$ cat src/rtl/pwm_duty_ctrl.sv
// Duty-cycle controller: debounced inc/dec buttons and a triangular ramp sequencer
// drive the PWM duty value, which only ever changes on a PWM period boundary.
module pwm_duty_ctrl #(
    parameter int DUTY_W       = 4,
    parameter int DUTY_MAX     = 10,
    parameter int DUTY_INIT    = 5,
    parameter int DEB_DIV      = 2,
    parameter int RAMP_DIV     = 4,
    parameter int HOLD_PERIODS = 2
) (
    input  logic              clk,
    input  logic              rst_n,
    input  logic              btn_inc,
    input  logic              btn_dec,
    input  logic              period_end,
    input  logic              ramp_start,
    input  logic              ramp_stop,
    output logic [DUTY_W-1:0] duty_out,
    output logic              busy,
    output logic              at_max,
    output logic              at_min
);
    localparam int DIV_W   = (DEB_DIV > 1) ? $clog2(DEB_DIV) : 1;
    localparam int CNT_TOP = (RAMP_DIV > HOLD_PERIODS) ? RAMP_DIV : HOLD_PERIODS;
    localparam int CNT_W   = $clog2(CNT_TOP + 1);

    typedef enum logic [2:0] {
        MANUAL    = 3'd0,
        RAMP_UP   = 3'd1,
        HOLD_HI   = 3'd2,
        RAMP_DOWN = 3'd3,
        HOLD_LO   = 3'd4
    } state_t;

    logic [DIV_W-1:0]  div_q;
    logic              strobe;
    logic [1:0]        btn_raw;
    logic [1:0]        s1_q;
    logic [1:0]        s2_q;
    logic [1:0]        pulse;
    logic              inc_pulse;
    logic              dec_pulse;

    state_t            state_q;
    logic [DUTY_W-1:0] duty_q;
    logic [CNT_W-1:0]  cnt_q;
    logic              inc_pend_q;
    logic              dec_pend_q;
    logic              busy_q;

    assign strobe = (div_q == DIV_W'(DEB_DIV - 1));

    always_ff @(posedge clk) begin
        if (!rst_n)      div_q <= '0;
        else if (strobe) div_q <= '0;
        else             div_q <= div_q + 1'b1;
    end

    assign btn_raw = {btn_dec, btn_inc};

    // Buttons are sampled slowly so contact bounce settles between samples.
    for (genvar gi = 0; gi < 2; gi++) begin : g_deb
        always_ff @(posedge clk) begin
            if (!rst_n) begin
                s1_q[gi] <= 1'b0;
                s2_q[gi] <= 1'b0;
            end else if (strobe) begin
                s1_q[gi] <= btn_raw[gi];
                s2_q[gi] <= s1_q[gi];
            end
        end
        assign pulse[gi] = s1_q[gi] & ~s2_q[gi] & strobe;
    end

    assign inc_pulse = pulse[0];
    assign dec_pulse = pulse[1];

    always_ff @(posedge clk) begin
        if (!rst_n) begin
            state_q    <= MANUAL;
            duty_q     <= DUTY_W'(DUTY_INIT);
            cnt_q      <= '0;
            inc_pend_q <= 1'b0;
            dec_pend_q <= 1'b0;
            busy_q     <= 1'b0;
        end else if (state_q == MANUAL) begin
            cnt_q <= '0;
            if (ramp_start && !ramp_stop) begin
                state_q    <= RAMP_UP;
                busy_q     <= 1'b1;
                inc_pend_q <= 1'b0;
                dec_pend_q <= 1'b0;
            end else begin
                if (period_end) begin
                    if (inc_pend_q && !dec_pend_q && duty_q != DUTY_W'(DUTY_MAX))
                        duty_q <= duty_q + 1'b1;
                    else if (dec_pend_q && !inc_pend_q && duty_q != '0)
                        duty_q <= duty_q - 1'b1;
                end
                // A pulse coinciding with period_end survives to the next boundary.
                inc_pend_q <= (inc_pend_q & ~period_end) | inc_pulse;
                dec_pend_q <= (dec_pend_q & ~period_end) | dec_pulse;
            end
        end else begin
            inc_pend_q <= 1'b0;
            dec_pend_q <= 1'b0;
            if (ramp_stop) begin
                state_q <= MANUAL;
                busy_q  <= 1'b0;
                cnt_q   <= '0;
            end else if (period_end) begin
                case (state_q)
                    RAMP_UP: begin
                        if (cnt_q == CNT_W'(RAMP_DIV - 1)) begin
                            cnt_q <= '0;
                            if (duty_q < DUTY_W'(DUTY_MAX)) duty_q <= duty_q + 1'b1;
                            if (duty_q >= DUTY_W'(DUTY_MAX - 1)) state_q <= HOLD_HI;
                        end else begin
                            cnt_q <= cnt_q + 1'b1;
                        end
                    end
                    HOLD_HI: begin
                        if (cnt_q == CNT_W'(HOLD_PERIODS - 1)) begin
                            cnt_q   <= '0;
                            state_q <= RAMP_DOWN;
                        end else begin
                            cnt_q <= cnt_q + 1'b1;
                        end
                    end
                    RAMP_DOWN: begin
                        if (cnt_q == CNT_W'(RAMP_DIV - 1)) begin
                            cnt_q <= '0;
                            if (duty_q != '0) duty_q <= duty_q - 1'b1;
                            if (duty_q <= DUTY_W'(1)) state_q <= HOLD_LO;
                        end else begin
                            cnt_q <= cnt_q + 1'b1;
                        end
                    end
                    HOLD_LO: begin
                        if (cnt_q == CNT_W'(HOLD_PERIODS - 1)) begin
                            cnt_q   <= '0;
                            state_q <= RAMP_UP;
                        end else begin
                            cnt_q <= cnt_q + 1'b1;
                        end
                    end
                    default: cnt_q <= '0;
                endcase
            end
        end
    end

    assign duty_out = duty_q;
    assign busy     = busy_q;
    assign at_max   = (duty_q == DUTY_W'(DUTY_MAX));
    assign at_min   = (duty_q == '0);

endmodule

$ cat config.mk
export PLATFORM = sky130hd
export DESIGN_NAME = pwm_duty_ctrl
export DESIGN_NICKNAME = d
export VERILOG_FILES = /design/src/rtl/pwm_duty_ctrl.sv
export SDC_FILE = /design/constraint.sdc
export NUM_CORES = 1
export LEC_CHECK = 0
export ABC_AREA = 0
export CORE_MARGIN = 10
export CORE_UTILIZATION = 50
export DETAILED_ROUTE_END_ITERATION = 12
export GPL_TIMING_DRIVEN = 0
export PLACE_DENSITY = 0.73
export SLEW_MARGIN = 10
export SYNTH_ARGS = -nofsm -noshare
export SYNTH_HDL_FRONTEND = slang
export SYNTH_SLANG_ARGS = --single-unit
$ cat constraint.sdc
create_clock -name clk -period 2.4 [get_ports clk]
set_clock_uncertainty 0.05 [all_clocks]
set_input_delay 0.48 -clock clk [delete_from_list [all_inputs] [get_ports clk]]
set_output_delay 0.48 -clock clk [all_outputs]
set_load 0.02 [all_outputs]
; ---- Word-level counts from Yosys, hierarchy flattened
; Cells that the tools add are included.
[word_totals]
ff_bits = 18
inputBits = 7
[op_classes]
add_sub_neg = 4
order_cmp = 3
eq_ne = 22
mux = 29
bitwise = 13
reduce_logical = 23
[ops]
columns = op, n
row1 = $mux W4, 11
row2 = $mux W3, 12
row3 = $ne A4 B4 Y1 const B, 7
row4 = $reduce_and A9 Y1, 2
row5 = $ne A3 B3 Y1 const B, 4
row6 = $pmux W3 S4, 1
row7 = $eq A3 B2 Y1 const B, 3
row8 = $pmux W4 S2, 1
row9 = $and A1 B1 Y1, 6
row10 = $eq A3 B1 Y1 const B, 2
row11 = $pmux W3 S2, 1
row12 = $reduce_bool A3 Y1, 2
row13 = $reduce_bool A6 Y1, 1
row14 = $reduce_or A2 Y1, 3
row15 = $reduce_or A3 Y1, 2
row16 = $logic_and A1 B1 Y1, 5
row17 = $not A1 Y1, 5
row18 = $add A4 B1 Y4 const B, 1
row19 = $eq A4 B4 Y1 const B, 1
row20 = $ge A4 B4 Y1 const B, 1
row21 = $le A4 B1 Y1 const B, 1
row22 = $logic_not A4 Y1, 1
row23 = $lt A4 B4 Y1 const B, 1
row24 = $ne A2 B1 Y1 const B, 2
row25 = other kinds (13), 18

; ---- Longest topological paths before layout
; Gate-level depths: netlist (run 1).
[logic_depth]
ltp_word = 8
mapped_depth = 7
mapped_depth_nobuf = 7

; ---- Worst setup path after synthesis (run 1)
; Ideal clock, no wire load.
[synth_path]
path_type = flip-flop to flip-flop
startpoint = register duty_q[0], in the netlist duty_out[0]
endpoint = register duty_q[2], in the netlist duty_out[2]
t_arrival_ns = 2.100
path_slack_ns = 0.127
path_stages_with_launch = 8
path_buffers = 0
synth_period_minus_slack_ns = 2.273
path_cell_list = dfxtp_1 > inv_1 > ha_1 > nor3b_2 > a211oi_2 > a22oi_1 > nor4b_1 > mux2_1
[synth_via]
elab_chain_cells = 7
elab_cells_between_ends = 23
[synth_lines]
columns = element, line
row1 = start: declaration, 45  ; logic [DUTY_W-1:0] duty_q;
row2 = start signal: assignment, 81  ; duty_q <= DUTY_W'(DUTY_INIT);
row3 = start signal: assignment, 96  ; duty_q <= duty_q + 1'b1;
row4 = start signal: assignment, 98  ; duty_q <= duty_q - 1'b1;
row5 = $sub A4 B1 Y4 / $add A4 B1 Y4 (equally long branches), -
row6 = $mux W4 (on tied branches), "133, 116"
row7 = $mux W4 (on tied branches), "131, 114"
row8 = $pmux W4 S2, 112  ; case (state_q)
row9 = $mux W4, 111  ; end else if (period_end) begin
row10 = $mux W4, 107  ; if (ramp_stop) begin
row11 = $mux W4, 86  ; end else if (state_q == MANUAL) begin
; Parallel ways exist; a longest one is shown, timed or not. The select of a mux whose other input is x is not followed.
; A chain may end at the register's enable or synchronous reset.

; ---- Final worst setup path (run 1)
[layout_path]
startpoint = input port ramp_stop
endpoint = register duty_q[2], in the netlist duty_out[2]
[layout_via]
elab_chain_cells = 4
elab_cells_between_ends = 5
[layout_lines]
columns = element, line
row1 = start: declaration, 17  ; input logic ramp_stop,
row2 = $logic_not A1 Y1, 88  ; if (ramp_start && !ramp_stop) begin
row3 = $logic_and A1 B1 Y1, 88
row4 = $ne A2 B2 Y1 (no line), -
row5 = $reduce_and A9 Y1 (no line) (*), -
; Mark *: on every way between the ends. The rest lies on a longest branch, timed or not.

==> key figures, run 1 <==
Synth
  – Yosys Warn Count: 0
  – Syn_nets: 159
  – Ys flop type: dfxtp_1
  – Area leader, netlist: dfxtp_1
  – Synth cell types: 45
  – Seq/Total Area, Yosys: 30.1%
  – EDFF count, synth: 0
  – Avg Inst Size Synth: 8.36 um2
  – Mux contribution to synthesized area: 6.90%
  – Fraction of registers with async set/reset: 0%
  – Ranking of synthesized cells by area: dfxtp_1, ha_1, mux2i_1, a21oi_1, nand2_1
  – Register bit total from synthesis: 18
  – Post-synth top area share: 30.1%
  – Post-Synthesis Cell Area: 1200 um2
  – Complex-gate fraction of the synthesized area: 19.0%
  – Top-count cell post-synth: dfxtp_1
  – Area share of fa/ha/maj cells after synthesis: 9.41%
  – Main combinational cell family by area after synthesis: simple AND/OR/NAND/NOR gates
  – Synth Area in XOR/XNOR: 2.20%
  – Post-synth top cells: dfxtp_1, nand2_1, a21oi_1, inv_1, ha_1
  – Post-Synth Simple-Gate Area: 25.8%
  – Synthesized instance count: 143

STA
  – Max-Slew Margin vs Limit: 68.6%
  – Final worst-path cycle share: 92.8%
  – WHS: 429 ps
  – Worst-Margin Slew: 471 ps
  – Fmax: 0.449 GHz
  – Slew Limit Fails: 0
  – Final hold vios: 0
  – Setup-failing EPs final: 0
  – Min cycle time layout: 2230 ps
  – RSZ-0062 raised after global routing: no

CTS
  – Htree depth: 1
  – Hold-fix buffers, CTS: 0
  – CTS sink cnt: 18
  – Clk slew on worst S/H paths: 110 ps
  – CTS tree: built
  – CTS buffer count: 3
  – Clk root buf: clkbuf_4
  – CTS Buffer Depth: 2
  – Clk Latency, worst-skew pair: 290 ps

Placed design
  – DP HPWL: 2.02 mm
  – Global placer's final weighted congestion: 0.844
  – Port Buffers: 13
  – Cell total after placement: 184

Die
  – Ports: 14
  – Site row count: 17
  – Die width: 68.9 um
  – Starting Density: 53.1%
  – Die area: 4750 um2
  – Core area: 2250 um2
  – Die Height: 68.9 um

Global route
  – GR Util met1: 15.5%
  – Initial antenna violation count: 0
  – Grt peak-use layer: met2
  – First-pass GRT wire length: 4.52 mm
  – Met3 GRT Util: 2.09%
  – Grt ovf: 0
  – M2 GR Usage: 19.9%
  – Largest net degree at the start of global routing: 11
  – GRT Total Usage: 12.1%
  – Number of global-route vias before repair: 974

Cells and area
  – Diodes inserted: 0
  – Final #Nets: 177
  – Finished Layout Cells: 187
  – Filler cell count: 208
  – Area Overhead vs Synth: 16.5%
  – FF+latch area: 363 um2
  – Multi-input logic area: 764 um2
  – Share of cells above drive strength 1: 10.1%

Power
  – Max VDD drop: 342 uV
  – Power density over the cells: 573 nW/um2
  – Pleak: 0.000536 uW

Status
  – Status: complete, no violations

Routing
  – DRC violation count after routing: 0
  – Total Wirelength: 2.62 mm
  – Via/cell ratio: 5.72
  – ANT nets after route: 0
  – DR pass1 iterations: 4
  – Total vias in the final route: 1069
  – DR WL/cell: 14.0 um
  – DRT iter0 DRCs: 75

Critical path
  – Worst Path Required: 2540 ps
  – CP startpoint kind: input port
  – CP Class: in2reg
  – CP max FO: 6
  – Worst Setup End Kind: flop
  – Arr. time, crit path: 2370 ps

Hold path
  – Hold Path Class: reg2reg

Run
  – MaxCap Viol Count: 0
-- critical path: stages --
cell	delay [ps]
clkdlybuf4s50_1	610
nor2b_1	140
nor4_2	270
a22oi_1	190
nor4b_2	320
mux2_1	350
-- registers in the layout, indices dropped and copies added (netlist names) --
register / flops
s2_q: 2
inc_pend_q: 1
busy: 1
dec_pend_q: 1
duty_out: 4
s1_q: 2
cnt_q: 3
div_q: 1
state_q: 3
-- layer usage --
| metal | up-vias | routed length, um |
|---|---|---|
| met5 | - | 0 |
| met4 | 0 | 30 |
| met3 | 4 | 91 |
| met2 | 15 | 1190 |
| met1 | 507 | 1310 |
| li1 | 543 | - |
-- stage by stage --
stage | instance area, um2 | setup WS (ps) | setup TNS [ps] | total power, uW | utilization (%)
2_1_floorplan | 1200 | 127 | 0 | 575 | -
3_3_place_gp | 1360 | -202 | -259 | 638 | 60.4
3_5_place_dp | 1360 | -202 | -235 | 644 | 60.4
4_1_cts | 1380 | 7.79 | 0 | 799 | 61.4
5_1_grt | 1390 | 24.7 | 0 | 854 | 61.8
6_report | 1390 | 172 | 0 | 799 | 61.8
-- worst paths after layout --
check         startpoint          end  slack [ps]  depth (start not counted)
max reg2reg  duty_out[0]  duty_out[2]         240                          7
min              s2_q[1]      s2_q[1]         430                          2
min reg2reg      s2_q[1]      s2_q[1]         430                          2
max            ramp_stop  duty_out[2]         170                          6
-- area by class of cell --
cell class	count	share of cell area [%]
timing repair buffer	13	9.43
sequential	18	26.0
buffer	7	2.60
clock buffer	3	1.62
multi-input combinational	107	54.8
inverter	11	2.96
tap	28	2.51
-- placed cells by master (no fill, tap or decap), types with 2 or more instances in the layout --
cell / synthesis / layout
inv_1: 10 / 10
a211oi_1: 3 / 3
clkdlybuf4s50_1: 0 / 11
and3_1: 3 / 3
mux2i_1: 6 / 6
dfxtp_1: 18 / 16
a21oi_1: 10 / 10
o21ai_0: 3 / 3
o31ai_1: 4 / 4
a22o_1: 2 / 2
nand3b_1: 2 / 2
ha_1: 9 / 9
clkbuf_4: 0 / 3
o22ai_1: 3 / 3
buf_2: 2 / 2
nand2b_1: 6 / 6
nor2b_1: 5 / 5
nand3_1: 2 / 2
nor3_1: 2 / 2
dfxtp_2: 0 / 2
xnor2_1: 3 / 3
nand2_1: 13 / 13
and2_1: 2 / 2
nor2_1: 8 / 8
clkbuf_1: 4 / 4
-- power by group --
part	internal, uW	switching (uW)	leakage (uW)	total, uW
Clock	58.4	94.6	0.0000138	153
Combinational	135	167	0.000375	302
Sequential	320	25.0	0.000146	345
Total	513	286	0.000536	799
-- repair_timing --
| item | CTS | global route |
|---|---|---|
| setup buffers | 0 | 0 |
| setup endpoints to repair | 2 | 2 |
| resized for setup | 2 | 3 |
-- kinds of logic after synthesis --
group,after synthesis
and+or+nand+nor,54
AOI/OAI and AO/OA,33
buffers and inverters,18
DFF,18
adders and majority gates,9
muxes,8
xor gates and xnor gates,3
Power figures use the tool's default switching activity.
==> run 2: changes to the inputs <==
Settings changed: ABC_AREA 0 to 1, PLACE_DENSITY 0.73 to 0.72.
==> run 2 against run 1 <==
Synthesized cell count rose by 27%. Die area rose by 2.6%. Power rose by 91%. Worst setup slack got worse by 40 ps. Sequential share of layout area fell by 0.84 points. Register-to-register slack improved by 420 ps. Non-clock buffer count fell by 5. Combinational power rose to 2.9 times the previous value. Routed wire length rose by 0.27%. Sequential power rose by 29%.
==> key figures, run 2 <==
Cells and area
  – Final #Nets: 215 (+21%)
  – Most frequent cells in the layout: nand2_1, nor2_1, inv_1, dfxtp_1, nand3_1
  – Commonest non-fill, non-tap cell in the layout: nand2_1
  – Area Overhead vs Synth: 15.7%
  – Diodes inserted: 0 (unchanged)
  – Share of cells above drive strength 1: 14.6% (+4.6 points)
  – Largest register FFs: 4 (unchanged)

Routing
  – DRC violation count after routing: 0 (unchanged)
  – Total Wirelength: 2.63 mm (+0.27%)
  – Via/cell ratio: 5.10 (-11%)
  – DR WL/cell: 11.6 um (-17%)
  – Total vias in the final route: 1152 (+7.8%)
  – DRT iter0 DRCs: 76 (+1.3%)
  – DR pass1 iterations: 4 (unchanged)
  – ANT nets after route: 0 (unchanged)

CTS
  – Clk slew on worst S/H paths: 120 ps (about the same)
  – Htree depth: 1 (unchanged)
  – CTS sink cnt: 18 (unchanged)
  – CTS Buffer Depth: 2 (unchanged)
  – CTS buffer count: 3 (unchanged)
  – Clk root buf: clkbuf_4
  – Clk Latency, worst-skew pair: 300 ps (about the same)
  – CTS tree: built
  – Hold-fix buffers, CTS: 0 (unchanged)

Global route
  – Largest net degree at the start of global routing: 11 (unchanged)
  – GRT Total Usage: 10.4% (-1.7 points)
  – First-pass GRT wire length: 4.53 mm (+0.31%)
  – Grt ovf: 0 (unchanged)
  – Number of global-route vias before repair: 1071 (+10%)
  – Initial antenna violation count: 0 (unchanged)

Synth
  – Complex-gate fraction of the synthesized area: 11.4% (-7.6 points)
  – Synth Area in XOR/XNOR: 2.12% (-0.078 points)
  – Avg Inst Size Synth: 6.81 um2 (-19%)
  – Main combinational cell family by area after synthesis: simple AND/OR/NAND/NOR gates
  – Seq/Total Area, Yosys: 29.1% (-1.1 points)
  – Post-synth top area share: 29.1% (-1.1 points)
  – Post-Synthesis Cell Area: 1240 um2 (+3.7%)
  – Ys flop type: dfxtp_1
  – EDFF count, synth: 0 (unchanged)
  – Synthesized instance count: 182 (+27%)
  – Post-synth top cells: nand2_1, nor2_1, inv_1, dfxtp_1, nand3_1
  – Syn_nets: 198 (+25%)
  – Mux contribution to synthesized area: 0% (-6.9 points)
  – Area share of fa/ha/maj cells after synthesis: 9.08% (-0.33 points)
  – Post-Synth Simple-Gate Area: 39.1% (+13 points)
  – Register bit total from synthesis: 18 (unchanged)
  – Area leader, netlist: dfxtp_1
  – Synth cell types: 26 (-42%)
  – Fraction of registers with async set/reset: 0% (unchanged)
  – Ranking of synthesized cells by area: dfxtp_1, nand2_1, ha_1, nor2_1, inv_1
  – Yosys Warn Count: 0 (unchanged)
  – Top-count cell post-synth: nand2_1

STA
  – RSZ-0062 raised after global routing: no
  – Final setup TNS: 0 ps (unchanged)
  – Final worst-path cycle share: 94.5% (+1.7 points)
  – Fmax: 0.441 GHz (-1.8%)
  – Setup-failing EPs final: 0 (unchanged)
  – WHS: 416 ps (-12.9 ps)
  – Final hold vios: 0 (unchanged)
  – Max-Slew Margin vs Limit: 77.6% (+9.0 points)
  – Slew Limit Fails: 0 (unchanged)
  – Worst-Margin Slew: 336 ps (-136 ps)
  – Min cycle time layout: 2270 ps (+40.3 ps)

Power
  – Pleak: 0.000647 uW (+21%)
  – Power density over the cells: 1070 nW/um2 (+86%)
  – Max VDD drop: 653 uV (+91%)

Die
  – Site row count: 17 (unchanged)
  – Starting Density: 54.0% (+0.92 points)
  – Die Height: 69.8 um (+1.3%)
  – Die area: 4870 um2 (+2.6%)
  – Core area: 2300 um2 (+1.9%)
  – Die width: 69.8 um (+1.3%)
  – Ports: 14 (unchanged)

Critical path
  – Arr. time, crit path: 1740 ps (-630 ps)
  – Worst Setup End Kind: output port
  – Worst Path Required: 1870 ps (-670 ps)
  – CP startpoint kind: flop
  – CP Class: reg2out
  – CP max FO: 6 (unchanged)

Placed design
  – DP HPWL: 2.06 mm (+1.9%)
  – Port Buffers: 12 (-1)
  – Global placer's final weighted congestion: 0.835 (-1.0%)

Hold path
  – Hold Path Class: in2reg

Run
  – MaxCap Viol Count: 0 (unchanged)

Status
  – Status: complete, no violations
[run 2: changes by cell type after synthesis, moves of 4 or more]
cell / delta
nor2_1: +17
o31ai_1: -4
nor2b_1: -5
nor2_2: +4
mux2i_1: -6
clkbuf_1: -4
nand2_1: +25
inv_1: +13
nand3_1: +14
nand2b_1: -6
o21ai_0: +4
nor2_4: +5
[run 2: layout make-up]
| class | count | area [um2] |
|---|---|---|
| Inverter | 26 | 97.6 |
| Tap cell | 28 | 35.0 |
| Timing Repair Buffer | 12 | 123 |
| Multi-Input combinational cell | 135 | 764 |
| Fill cell | 225 | 862 |
| Sequential cell | 18 | 362 |
| Clock buffer | 4 | 36.3 |
| Buffer | 3 | 17.5 |
[run 2: cell families after synthesis]
family,after synthesis
fa+ha+maj,9
flops,18
buf+inv,29
simple gates,99
compound gates,24
xor+xnor,3
[run 2: critical path, cell delays in order (launching register included)]
cell             delay (ps)
dfxtp_2                 360
inv_1                   170
ha_1                    170
nand2_1                  90
inv_1                    60
clkdlybuf4s50_1         590
[run 2: metal layers]
| layer | wire (um) | track usage (%) | vias up |
|---|---|---|---|
| li1 | - | - | 613 |
| met1 | 1230 | 11.9 | 522 |
| met2 | 1290 | 18.8 | 15 |
| met3 | 106 | 3.57 | 2 |
| met4 | 9 | 0.652 | 0 |
| met5 | 0 | 0 | - |
[run 2: path summary, 6_finish.rpt]
path / to / cells past startpoint / startpoint / slack, ps
setup / recovery: at_min / 5 / duty_out[0] / 130
hold / removal: cnt_q[0] / 2 / period_end / 420
setup reg to reg: duty_out[2] / 10 / duty_out[0] / 660
hold reg to reg: s2_q[1] / 2 / s2_q[1] / 440
[run 2: through the flow]
step / util (%) / total power, uW / area (um2) / std cells / worst slack (ps)
3_5_place_dp: 60.7 / 1330 / 1400 / 222 / 378
6_report: 62.5 / 1530 / 1440 / 226 / 132
4_1_cts: 62.3 / 1530 / 1430 / 226 / 41.7
2_1_floorplan: - / 1130 / 1240 / 182 / 580
3_3_place_gp: 60.7 / 1310 / 1400 / 222 / 391
5_1_grt: 62.5 / 1670 / 1440 / 226 / 30.4
[run 2: timing repair]
item | 4_1_cts | 5_1_grt
endpoints found under the setup margin | 0 | 2
buffers inserted | 0 | 0
gates resized for setup | 0 | 2
[run 2: report_power, final]
part	switching, uW	internal, uW
clock	102	92.5
sequential	85.4	358
combinational	563	328
